===== src/rtl/registr_pkg.sv =====
// Shared types for the universal shift register: per-cycle operation encoding.
package registr_pkg;

    typedef enum logic [2:0] {
        MODE_HOLD  = 3'b000,
        MODE_SHL   = 3'b001,
        MODE_SHR   = 3'b010,
        MODE_ROL   = 3'b011,
        MODE_ROR   = 3'b100,
        MODE_LOAD  = 3'b101,
        MODE_CLEAR = 3'b110,
        MODE_RSVD  = 3'b111
    } mode_e;

endpackage


===== src/rtl/registr_bit_counter.sv =====
// Counts serial shifts modulo WIDTH; wrap is a registered one-cycle pulse on the completing shift.
// One-cycle latency from inc to wrap; no flow control, inc/clr are qualified by the caller.
module registr_bit_counter #(
    parameter int WIDTH = 8,
    parameter int CNT_W = $clog2(WIDTH)
) (
    input  logic             clk,
    input  logic             rst,
    input  logic             inc,
    input  logic             clr,
    output logic [CNT_W-1:0] cnt,
    output logic             wrap
);

    localparam logic [CNT_W-1:0] CNT_LAST = CNT_W'(WIDTH - 1);

    always_ff @(posedge clk) begin
        if (!rst) begin
            cnt  <= '0;
            wrap <= 1'b0;
        end else if (clr) begin
            cnt  <= '0;
            wrap <= 1'b0;
        end else if (inc) begin
            if (cnt == CNT_LAST) begin
                cnt  <= '0;
                wrap <= 1'b1;
            end else begin
                cnt  <= cnt + CNT_W'(1);
                wrap <= 1'b0;
            end
        end else begin
            wrap <= 1'b0;
        end
    end

endmodule


===== src/rtl/registr_universal_module.sv =====
// Universal shift register (shift/rotate/load/clear) with per-word completion pulse.
// State updates one cycle after en/mode; ser_out is combinational from the register and last direction.
module registr_universal_module
    import registr_pkg::*;
#(
    parameter int WIDTH = 8,
    parameter int CNT_W = $clog2(WIDTH)
) (
    input  logic             clk,
    input  logic             rst,
    input  logic             en,
    input  logic [2:0]       mode,
    input  logic             ser_in,
    input  logic [WIDTH-1:0] par_in,
    output logic             ser_out,
    output logic [WIDTH-1:0] par_out,
    output logic             word_valid,
    output logic [CNT_W-1:0] bit_cnt
);

    logic [WIDTH-1:0] data_q;
    logic [WIDTH-1:0] data_d;
    logic             dir_q;
    logic             dir_d;
    logic             cnt_inc;
    logic             cnt_clr;
    mode_e            mode_sel;

    assign mode_sel = mode_e'(mode);

    always_comb begin
        data_d  = data_q;
        dir_d   = dir_q;
        cnt_inc = 1'b0;
        cnt_clr = 1'b0;
        if (en) begin
            case (mode_sel)
                MODE_SHL: begin
                    data_d  = {data_q[WIDTH-2:0], ser_in};
                    dir_d   = 1'b0;
                    cnt_inc = 1'b1;
                end
                MODE_SHR: begin
                    data_d  = {ser_in, data_q[WIDTH-1:1]};
                    dir_d   = 1'b1;
                    cnt_inc = 1'b1;
                end
                MODE_ROL: begin
                    data_d = {data_q[WIDTH-2:0], data_q[WIDTH-1]};
                    dir_d  = 1'b0;
                end
                MODE_ROR: begin
                    data_d = {data_q[0], data_q[WIDTH-1:1]};
                    dir_d  = 1'b1;
                end
                MODE_LOAD: begin
                    data_d  = par_in;
                    cnt_clr = 1'b1;
                end
                MODE_CLEAR: begin
                    data_d  = '0;
                    cnt_clr = 1'b1;
                end
                default: ;
            endcase
        end
    end

    always_ff @(posedge clk) begin
        if (!rst) begin
            data_q <= '0;
            dir_q  <= 1'b0;
        end else begin
            data_q <= data_d;
            dir_q  <= dir_d;
        end
    end

    // Rotates never count: they reorder bits already in the word rather than bring new ones in.
    registr_bit_counter #(
        .WIDTH (WIDTH),
        .CNT_W (CNT_W)
    ) u_bit_counter (
        .clk  (clk),
        .rst  (rst),
        .inc  (cnt_inc),
        .clr  (cnt_clr),
        .cnt  (bit_cnt),
        .wrap (word_valid)
    );

    assign par_out = data_q;
    assign ser_out = dir_q ? data_q[0] : data_q[WIDTH-1];

endmodule


===== config.mk =====
export PLATFORM = sky130hd
export DESIGN_NAME = registr_universal_module
export DESIGN_NICKNAME = d
export VERILOG_FILES = /design/src/rtl/registr_pkg.sv /design/src/rtl/registr_bit_counter.sv /design/src/rtl/registr_universal_module.sv
export SDC_FILE = /design/constraint.sdc
export NUM_CORES = 1
export LEC_CHECK = 0
export ABC_AREA = 0
export CAP_MARGIN = 40
export CORE_AREA = 5 5 52 54
export CTS_CLUSTER_SIZE = 12
export DETAILED_ROUTE_END_ITERATION = 7
export DIE_AREA = 0 0 57 59
export PLACE_DENSITY_LB_ADDON = 0.05
export SYNTH_ARGS = -nofsm -noshare
export SYNTH_HDL_FRONTEND = slang
export SYNTH_SLANG_ARGS = --single-unit

===== constraint.sdc =====
create_clock -name clk -period 3.1 [get_ports clk]
set_input_delay 0.62 -clock clk [delete_from_list [all_inputs] [get_ports clk]]
set_output_delay 0.62 -clock clk [all_outputs]
set_load 0.1 [all_outputs]

==> out/qor.txt, run 1 <==
# placed instances - 149
initial antenna violation count - 0
instance area at placement - 1040 µm²
share of the synthesized area in the top cell type - 31.7%
worst skew pair latency - 280 ps
max-slew violations - 0
Crit. End Element - flop
clk slew on worst S/H paths - 80 ps
synthesized netlist net count - 119
Yosys warning total - 0
Max Freq - 460 MHz
chip width - 57 µm
post-synthesis async set-or-reset flop share - 0%
clock period minus worst slack - 2170 ps
total negative slack - 0 ps
post-synthesis average cell area - 8.05 µm²
Final Instance Count excl. Fillers - 153
Tightest Pin Transition - 654 ps
antenna fix cells - 0
FP Rows - 17
result of the run - complete, no violations
Resized Gates After CTS - 0
depth of the CTS H-tree - 1
power density of the placed cells - 442 nW/µm²
slew margin rel. - 56.2%
Gate Count Post-Synth - 102
crit-path max FO - 18
register area - 260 µm²
via density per instance - 5.53
DR iter-0 viols - 16
total of buffers placed on input and output ports - 27
count of state elements after synthesis - 13
Required @ worst endpoint - 3310 ps
via count of the first global-routing pass - 847
effective utilization at floorplan - 37.8%
peak supply drop - 0.262 mV
clock buffer count from CTS - 3
share of layout cells above drive strength 1 - 17.6%
net count of the finished layout - 143
number of distinct library cells after synthesis - 31
post-CTS setup repair buffer count - 0
largest clock skew in the final design - 5.61 ps
largest area contributor in the synthesized netlist - dfxtp_1
Routed wire per std cell - 14.3 µm
DIE AREA - 3360 µm²
number of synthesized flops with an enable pin - 0
routability cong. - 0.774
leakage - 0.000420 µW
Hold Path Cell Cnt - 2
Critical Path AT - 2380 ps
standard cell core area - 2170 µm²
RSZ-0062 raised after global routing - no
Tcrit/Tclk final - 70.1%
CTS tree - done
biggest area contributors in the synthesized netlist - dfxtp_1 (32%), o21ai_0 (8.5%), nand2_1 (7.3%)
CTS Buffer Depth - 2
total of fill cells in the finished design - 239
vias post-DR - 846
router iterations before antenna repair - 4
Final setup viols - 0
Final ANT Viol Nets - 0
total overflow reported by the global router - 0
global-route usage over all layers - 14.4%
R2R depth - 4
path category of the worst min-delay check - flop to flop
number of clock sinks - 13
first-pass GRT wire length - 3780 µm
DP Worst Slack - 658 ps
share of synthesized area occupied by flip-flops and latches - 31.7%
largest net degree at the start of global routing - 19
number of maximum-capacitance violations - 0
Final Instance Area - 1060 µm²
vertical die dimension - 59 µm
total wirelength of the detailed-routed design - 2190 µm
count of boundary I/O pins - 28
predominant post-synthesis flop cell - dfxtp_1
area growth from synthesis to layout - 29.4%
final setup slack of the worst path - 926 ps
footprint of the multi-input gates - 495 µm²
DP HPWL - 1590 µm
CTS root buf - clkbuf_4
type of element launching the critical path - input pin
total of hold buffers inserted after clock tree synthesis - 0
DRC violations left - 0
summed instance area of the synthesized netlist - 821 µm²
category of the most critical setup path - input pin to flop
Hold Violations, Final - 0
[through the flow]
stage	power [µW]	hold slack, ps	util, %
after global routing	499	564	49.0
after global placement	367	495	47.8
after CTS	475	521	49.0
after floorplan	325	468	-
after detailed placement	368	503	47.8
final	469	518	49.0
[per-layer routing]
layer / track usage (%) / wire (µm) / vias up
met3: 5.01 / 157 / 4
met1: 16.7 / 885 / 397
met4: 3.97 / 22 / 0
met2: 25.3 / 1120 / 33
met5: 0 / 0 / -
li1: - / - / 412
[flip-flops by register name, indices dropped and copies added, names as in the netlist]
register and flops:
par_out 8, u_bit_counter.wrap 1, dir_q 1, u_bit_counter.cnt 3
[final timing paths]
kind	slack [ps]	endpoint	startpoint
hold reg to reg	520	par_out[4]$_SDFFE_PN0P_	par_out[3]$_SDFFE_PN0P_
setup reg to reg	2000	u_bit_counter.cnt[2]$_SDFFE_PP0P_	u_bit_counter.cnt[0]$_SDFFE_PP0P_
setup / recovery	930	par_out[1]$_SDFFE_PN0P_	mode[2]
hold / removal	520	par_out[4]$_SDFFE_PN0P_	par_out[3]$_SDFFE_PN0P_
[cell usage in the layout, fill, tap and decap left out, drive strengths merged]
cell type / count
mux2i: 4
nand3: 2
clkdlybuf4s50: 14
mux2: 1
a211o: 1
clkbuf: 4
xor2: 1
and3: 1
ha: 2
nand2b: 2
o2111ai: 1
nand2: 16
o21a: 1
o211ai: 6
nor2: 7
dfxtp: 13
o22ai: 1
or2: 1
o21ai: 15
a21oi: 3
nor2b: 1
nor3b: 2
a31oi: 8
inv: 2
nor3: 2
buf: 13
a21boi: 1
[worst max-delay path, stage by stage]
cell             delay, ps
clkdlybuf4s50_1        890
nand2b_1               230
a21boi_2               320
o211ai_1               140
a31oi_1                180
[where the power goes]
group	switching (µW)	leakage (µW)	internal [µW]
Sequential	10.7	0.000107	177
Clock	55.6	0.0000150	49.9
Combinational	123	0.000299	53.3
[final cells by class]
cell class                      count  share of cell area, %
Multi-Input combinational cell     79                   46.6
Sequential cell                    13                   24.5
Timing Repair Buffer               27                   22.4
Tap cell                           28                   3.30
Clock buffer                        4                   2.47
Inverter                            2                  0.707
[synth_stat cells (3+ instances only)]
| master | instances |
|---|---|
| nand2_1 | 16 |
| o21ai_0 | 14 |
| dfxtp_1 | 13 |
| a31oi_1 | 8 |
| nor2_1 | 7 |
| o211ai_1 | 6 |
| mux2i_1 | 4 |
| a21oi_1 | 3 |
| buf_6 | 3 |
| clkbuf_1 | 3 |
[cells by family (layout without fill, tap and decap cells)]
kind of cell	count (synthesis)	in the layout	share of synthesized area (%)
muxes	5	5	6.25
adders and majority gates	2	2	3.05
AOI/OAI and AO/OA	37	37	27.7
DFF	13	13	31.7
xor gates and xnor gates	1	1	1.98
and+or+nand+nor	34	34	21.3
buffers and inverters	10	33	7.93
No activity file was read; power rests on OpenSTA's default activity.
==> inputs of run 2 (changes only) <==
==> constraint.sdc (replaced) <==
create_clock -name clk -period 2.2 [get_ports clk]
set_input_delay 0.44 -clock clk [delete_from_list [all_inputs] [get_ports clk]]
set_output_delay 0.44 -clock clk [all_outputs]
set_load 0.1 [all_outputs]
==> out/qor.txt, run 2 (synthesis gave the netlist of run 1 again) <==
leakage - 0.000449 µW (was 0.000420 µW)
# placed instances - 155 (was 149)
CTS root buf - clkbuf_4 (unchanged)
via count of the first global-routing pass - 854 (was 847)
area growth from synthesis to layout - 34.9% (was 29.4%)
Worst path slowest cell - clkdlybuf4s50_1 (unchanged)
Tightest Pin Transition - 363 ps (was 654 ps)
slew margin rel. - 75.7% (was 56.2%)
chip width - 57 µm (unchanged)
number of buffer and inverter stages on the critical path - 2 (was 1)
clock period minus worst slack - 1760 ps
setup slack of the worst register-to-register path - 1100 ps (was 2000 ps)
total wirelength of the detailed-routed design - 2270 µm (was 2190 µm)
leading cell type in the layout, fill and taps excluded - buf_4 (was nand2_1)
Final setup viols - 0 (unchanged)
final setup slack of the worst path - 436 ps (was 926 ps)
largest clock skew in the final design - 4.24 ps (was 5.61 ps)
footprint of the multi-input gates - 495 µm² (unchanged)
RSZ-0062 raised after global routing - no (unchanged)
Critical Path AT - 1930 ps (was 2380 ps)
flip-flop count of the largest register, all copies and words added - 8 (unchanged)
DR iter-0 viols - 14 (was 16)
first-pass GRT wire length - 3770 µm (was 3780 µm)
result of the run - complete, no violations (unchanged)
worst hold slack - 516 ps (was 518 ps)
standard cell core area - 2170 µm² (unchanged)
Hold Violations, Final - 0 (unchanged)
Crit. End Element - flop (unchanged)
FP Rows - 17 (unchanged)
router iterations before antenna repair - 4 (unchanged)
biggest cell delay along the critical path - 500 ps (was 890 ps)
vias post-DR - 863 (was 846)
count of boundary I/O pins - 28 (unchanged)
peak supply drop - 0.455 mV (was 0.262 mV)
Tcrit/Tclk final - 80.2%
total of hold buffers inserted after clock tree synthesis - 0 (unchanged)
clk slew on worst S/H paths - 70 ps (was 80 ps)
DIE AREA - 3360 µm² (unchanged)
Routed wire per std cell - 14.2 µm (was 14.3 µm)
net count of the finished layout - 149 (was 143)
path category of the worst min-delay check - flop to flop (unchanged)
Resized Gates After CTS - 0 (unchanged)
DP HPWL - 1720 µm (was 1590 µm)
CTS tree - done (unchanged)
routability cong. - 0.840 (was 0.774)
overall power of the completed layout - 669 µW (was 469 µW)
DRC violations left - 0 (unchanged)
depth of the CTS H-tree - 1 (unchanged)
Max Freq - 567 MHz
Required @ worst endpoint - 2370 ps (was 3310 ps)
vertical die dimension - 59 µm (unchanged)
category of the most critical setup path - input pin to flop (unchanged)
CTS Buffer Depth - 2 (unchanged)
number of clock sinks - 13 (unchanged)
number of maximum-capacitance violations - 0 (unchanged)
Final ANT Viol Nets - 0 (unchanged)
register area - 260 µm² (unchanged)
effective utilization at floorplan - 37.8% (unchanged)
total overflow reported by the global router - 0 (unchanged)
max-slew violations - 0 (unchanged)
worst skew pair latency - 270 ps (was 280 ps)
largest net degree at the start of global routing - 16 (was 19)
most frequent cells in the layout - buf_4 (19), nand2_1 (16), o21ai_0 (14), clkdlybuf4s50_1 (14), dfxtp_1 (13) (was nand2_1 (16), o21ai_0 (14), clkdlybuf4s50_1 (14))
via density per instance - 5.43 (was 5.53)
total of fill cells in the finished design - 244 (was 239)
cell family with most CP delay - buffers and inverters (unchanged)
total of buffers placed on input and output ports - 27 (unchanged)
total negative slack - 0 ps (unchanged)
power density of the placed cells - 604 nW/µm² (was 442 nW/µm²)
global-route usage over all layers - 14.4% (about the same)
share of layout cells above drive strength 1 - 21.4% (was 17.6%)
type of element launching the critical path - input pin (unchanged)
clock buffer count from CTS - 3 (unchanged)
initial antenna violation count - 0 (unchanged)
ordered list of cells on the worst path - clkdlybuf4s50_1 > buf_4 > xor2_2 > nor3b_4 > mux2i_1 > nor2_1 (was clkdlybuf4s50_1 > nand2b_1 > a21boi_2 > o211ai_1 > a31oi_1)
Final Instance Count excl. Fillers - 159 (was 153)
post-CTS setup repair buffer count - 0 (unchanged)
antenna fix cells - 0 (unchanged)
crit-path max FO - 15 (was 18)
DP Worst Slack - 135 ps (was 658 ps)
==> run 2: final cells by class <==
cell class                 instances  share of cell area (%)
inverter                           2                   0.678
tap                               28                    3.16
sequential                        13                    23.5
clock buffer                       4                    2.37
multi-input combinational         79                    44.7
timing repair buffer              33                    25.5
==> run 2: final timing paths <==
kind                                          start                                 to  cells after the start
setup / recovery                            mode[1]  u_bit_counter.cnt[1]$_SDFFE_PP0P_                      6
hold reg to reg             par_out[4]$_SDFFE_PN0P_            par_out[5]$_SDFFE_PN0P_                      2
setup reg to reg  u_bit_counter.cnt[0]$_SDFFE_PP0P_  u_bit_counter.cnt[2]$_SDFFE_PP0P_                      4
hold / removal              par_out[4]$_SDFFE_PN0P_            par_out[5]$_SDFFE_PN0P_                      2
==> run 2: worst register-to-register path, cell delays in order, from the launching register on <==
cell     delay [ps]
dfxtp_1         340
ha_1            210
ha_1            260
mux2i_1         130
nor2_1           50
==> run 2: routing by layer <==
layer	wire [µm]	vias up	global-route usage [%]	part of all wire (%)
li1	-	428	-	-
met1	987	405	16.9	44
met2	1120	26	24.5	49
met3	123	4	4.14	5.4
met4	37	0	6.29	1.6
met5	0	-	0	0
==> run 2: per-stage QoR <==
stage	util [%]	cell area [µm²]
2_1_floorplan	-	821
3_3_place_gp	49.8	1080
3_5_place_dp	49.8	1080
4_1_cts	51.0	1110
5_1_grt	51.0	1110
6_report	51.0	1110
==> run 2: power breakdown <==
group	internal, µW	total [µW]	leakage, µW	switching, µW
combinational	82.7	258	0.000327	175
clock	70.3	146	0.0000150	75.8
sequential	249	265	0.000107	15.5
==> inputs of run 3 (changes only) <==
==> constraint.sdc (replaced) <==
create_clock -name clk -period 1.6 [get_ports clk]
set_input_delay 0.32 -clock clk [delete_from_list [all_inputs] [get_ports clk]]
set_output_delay 0.32 -clock clk [all_outputs]
set_load 0.1 [all_outputs]
==> out/qor.txt, run 3 (synthesis gave the netlist of run 1 again) <==
final setup slack of the worst path - 70.3 ps (was 436 ps)
power density of the placed cells - 751 nW/µm² (was 604 nW/µm²)
via density per instance - 5.31 (was 5.43)
clk slew on worst S/H paths - 80 ps (was 70 ps)
share of layout cells above drive strength 1 - 26.7% (was 21.4%)
total overflow reported by the global router - 0 (unchanged)
CTS tree - done (unchanged)
slew margin rel. - 77.0% (was 75.7%)
Resized Gates After CTS - 0 (unchanged)
area growth from synthesis to layout - 59.8% (was 34.9%)
initial antenna violation count - 0 (unchanged)
register area - 265 µm² (was 260 µm²)
effective utilization at floorplan - 37.8% (unchanged)
R2R depth - 4 (unchanged)
Final Instance Area - 1310 µm² (was 1110 µm²)
path category of the worst min-delay check - flop to flop (unchanged)
Tcrit/Tclk final - 95.6%
clock period minus worst slack - 1530 ps
setup slack of the worst register-to-register path - 450 ps (was 1100 ps)
global-route usage over all layers - 14.1% (was 14.4%)
worst hold slack - 521 ps (was 516 ps)
total of hold buffers inserted after clock tree synthesis - 0 (unchanged)
flip-flop count of the largest register, all copies and words added - 8 (unchanged)
number of clock sinks - 13 (unchanged)
total wirelength of the detailed-routed design - 2170 µm (was 2270 µm)
post-CTS setup repair buffer count - 0 (unchanged)
antenna fix cells - 0 (unchanged)
vertical die dimension - 59 µm (unchanged)
leakage - 0.000521 µW (was 0.000449 µW)
DRC violations left - 0 (unchanged)
RSZ-0062 raised after global routing - no (unchanged)
Crit. End Element - flop (unchanged)
routability cong. - 0.821 (was 0.840)
router iterations before antenna repair - 4 (unchanged)
capturing point of the worst reg2reg path - u_bit_counter.cnt[2]$_SDFFE_PP0P_ (unchanged)
Routed wire per std cell - 13.3 µm (was 14.2 µm)
Max Freq - 654 MHz
Crit Reg-Reg Startpoint - u_bit_counter.cnt[0]$_SDFFE_PP0P_ (unchanged)
category of the most critical setup path - input pin to flop (unchanged)
DIE AREA - 3360 µm² (unchanged)
worst skew pair latency - 280 ps (was 270 ps)
FP Rows - 17 (unchanged)
standard cell core area - 2170 µm² (unchanged)
largest clock skew in the final design - 7.09 ps (was 4.24 ps)
Final ANT Viol Nets - 0 (unchanged)
net count of the finished layout - 153 (was 149)
DR iter-0 viols - 15 (was 14)
Final setup viols - 0 (unchanged)
total negative slack - 0 ps (unchanged)
Hold Violations, Final - 0 (unchanged)
clock buffer count from CTS - 3 (unchanged)
via count of the first global-routing pass - 870 (was 854)
crit-path max FO - 9 (was 15)
first-pass GRT wire length - 3660 µm (was 3770 µm)
total of buffers placed on input and output ports - 27 (unchanged)
startpoint of the most critical setup path - mode[0] (was mode[1])
Critical Path AT - 1690 ps (was 1930 ps)
Critical path destination - u_bit_counter.cnt[2]$_SDFFE_PP0P_ (was u_bit_counter.cnt[1]$_SDFFE_PP0P_)
total of fill cells in the finished design - 210 (was 244)
largest net degree at the start of global routing - 12 (was 16)
footprint of the multi-input gates - 495 µm² (unchanged)
CTS root buf - clkbuf_4 (unchanged)
Tightest Pin Transition - 342 ps (was 363 ps)
result of the run - complete, no violations (unchanged)
peak supply drop - 0.765 mV (was 0.455 mV)
type of element launching the critical path - input pin (unchanged)
most frequent cells in the layout - nand2_1 (16), o21ai_0 (14), clkdlybuf4s50_1 (13), buf_12 (13) (was buf_4 (19), nand2_1 (16), o21ai_0 (14), clkdlybuf4s50_1 (14), dfxtp_1 (13))
vias post-DR - 866 (was 863)
depth of the CTS H-tree - 1 (unchanged)
DP Worst Slack - -273 ps (was 135 ps)
max-slew violations - 0 (unchanged)
chip width - 57 µm (unchanged)
Required @ worst endpoint - 1760 ps (was 2370 ps)
CTS Buffer Depth - 2 (unchanged)
DP HPWL - 1750 µm (was 1720 µm)
leading cell type in the layout, fill and taps excluded - nand2_1 (was buf_4)
count of boundary I/O pins - 28 (unchanged)
number of maximum-capacitance violations - 0 (unchanged)
instance area at placement - 1280 µm² (was 1080 µm²)
-- run 3: cell count changes in the layout (fill, tap and decap cells not counted) --
cell | before | now
clkdlybuf4s50_1 | 14 | 13
buf_4 | 19 | 9
buf_12 | 0 | 13
dfxtp_1 | 13 | 9
buf_6 | 0 | 1
dfxtp_2 | 0 | 4
dlymetal6s2s_1 | 0 | 1
-- run 3: stage by stage --
step | instances | util [%] | power (µW)
finish | 163 | 60.4 | 984
global placement | 159 | 58.9 | 792
floorplan | 102 | - | 632
detailed placement | 159 | 58.9 | 794
CTS | 163 | 60.1 | 1000
global route | 163 | 60.4 | 1050
-- run 3: worst min-delay path by stage --
stage / startpoint / to / slack (ps) / depth (start not counted)
2_1_floorplan: dir_q$_SDFFE_PN0P_ / dir_q$_SDFFE_PN0P_ / 470 / 2
3_3_place_gp: dir_q$_SDFFE_PN0P_ / dir_q$_SDFFE_PN0P_ / 490 / 2
3_5_place_dp: dir_q$_SDFFE_PN0P_ / dir_q$_SDFFE_PN0P_ / 510 / 2
4_1_cts: dir_q$_SDFFE_PN0P_ / dir_q$_SDFFE_PN0P_ / 530 / 2
5_1_grt: dir_q$_SDFFE_PN0P_ / dir_q$_SDFFE_PN0P_ / 570 / 2
6_report: dir_q$_SDFFE_PN0P_ / dir_q$_SDFFE_PN0P_ / 520 / 2
-- run 3: per-layer routing --
layer,vias up,track usage (%),wire [µm]
met5,-,0,0
met4,0,5.30,28
met3,2,5.01,163
li1,431,-,-
met2,33,25.4,1150
met1,400,15.2,833
-- run 3: worst max-delay path: stages --
cell	delay, ps
clkdlybuf4s50_1	470
buf_6	130
xor2_2	150
nor3b_4	330
mux2i_1	240
nor2_1	50
-- run 3: layout make-up --
| cell class | count | area share [%] |
|---|---|---|
| Tap cell | 28 | 2.67 |
| Timing Repair Buffer | 37 | 36.7 |
| Inverter | 2 | 0.573 |
| Multi-Input combinational cell | 79 | 37.8 |
| Sequential cell | 13 | 20.2 |
| Clock buffer | 4 | 2.00 |
-- run 3: report_power, final --
| group | internal (µW) | leakage [µW] | switching, µW |
|---|---|---|---|
| combinational | 171 | 0.000397 | 241 |
| clock | 96.7 | 0.0000150 | 101 |
| sequential | 344 | 0.000108 | 31.1 |
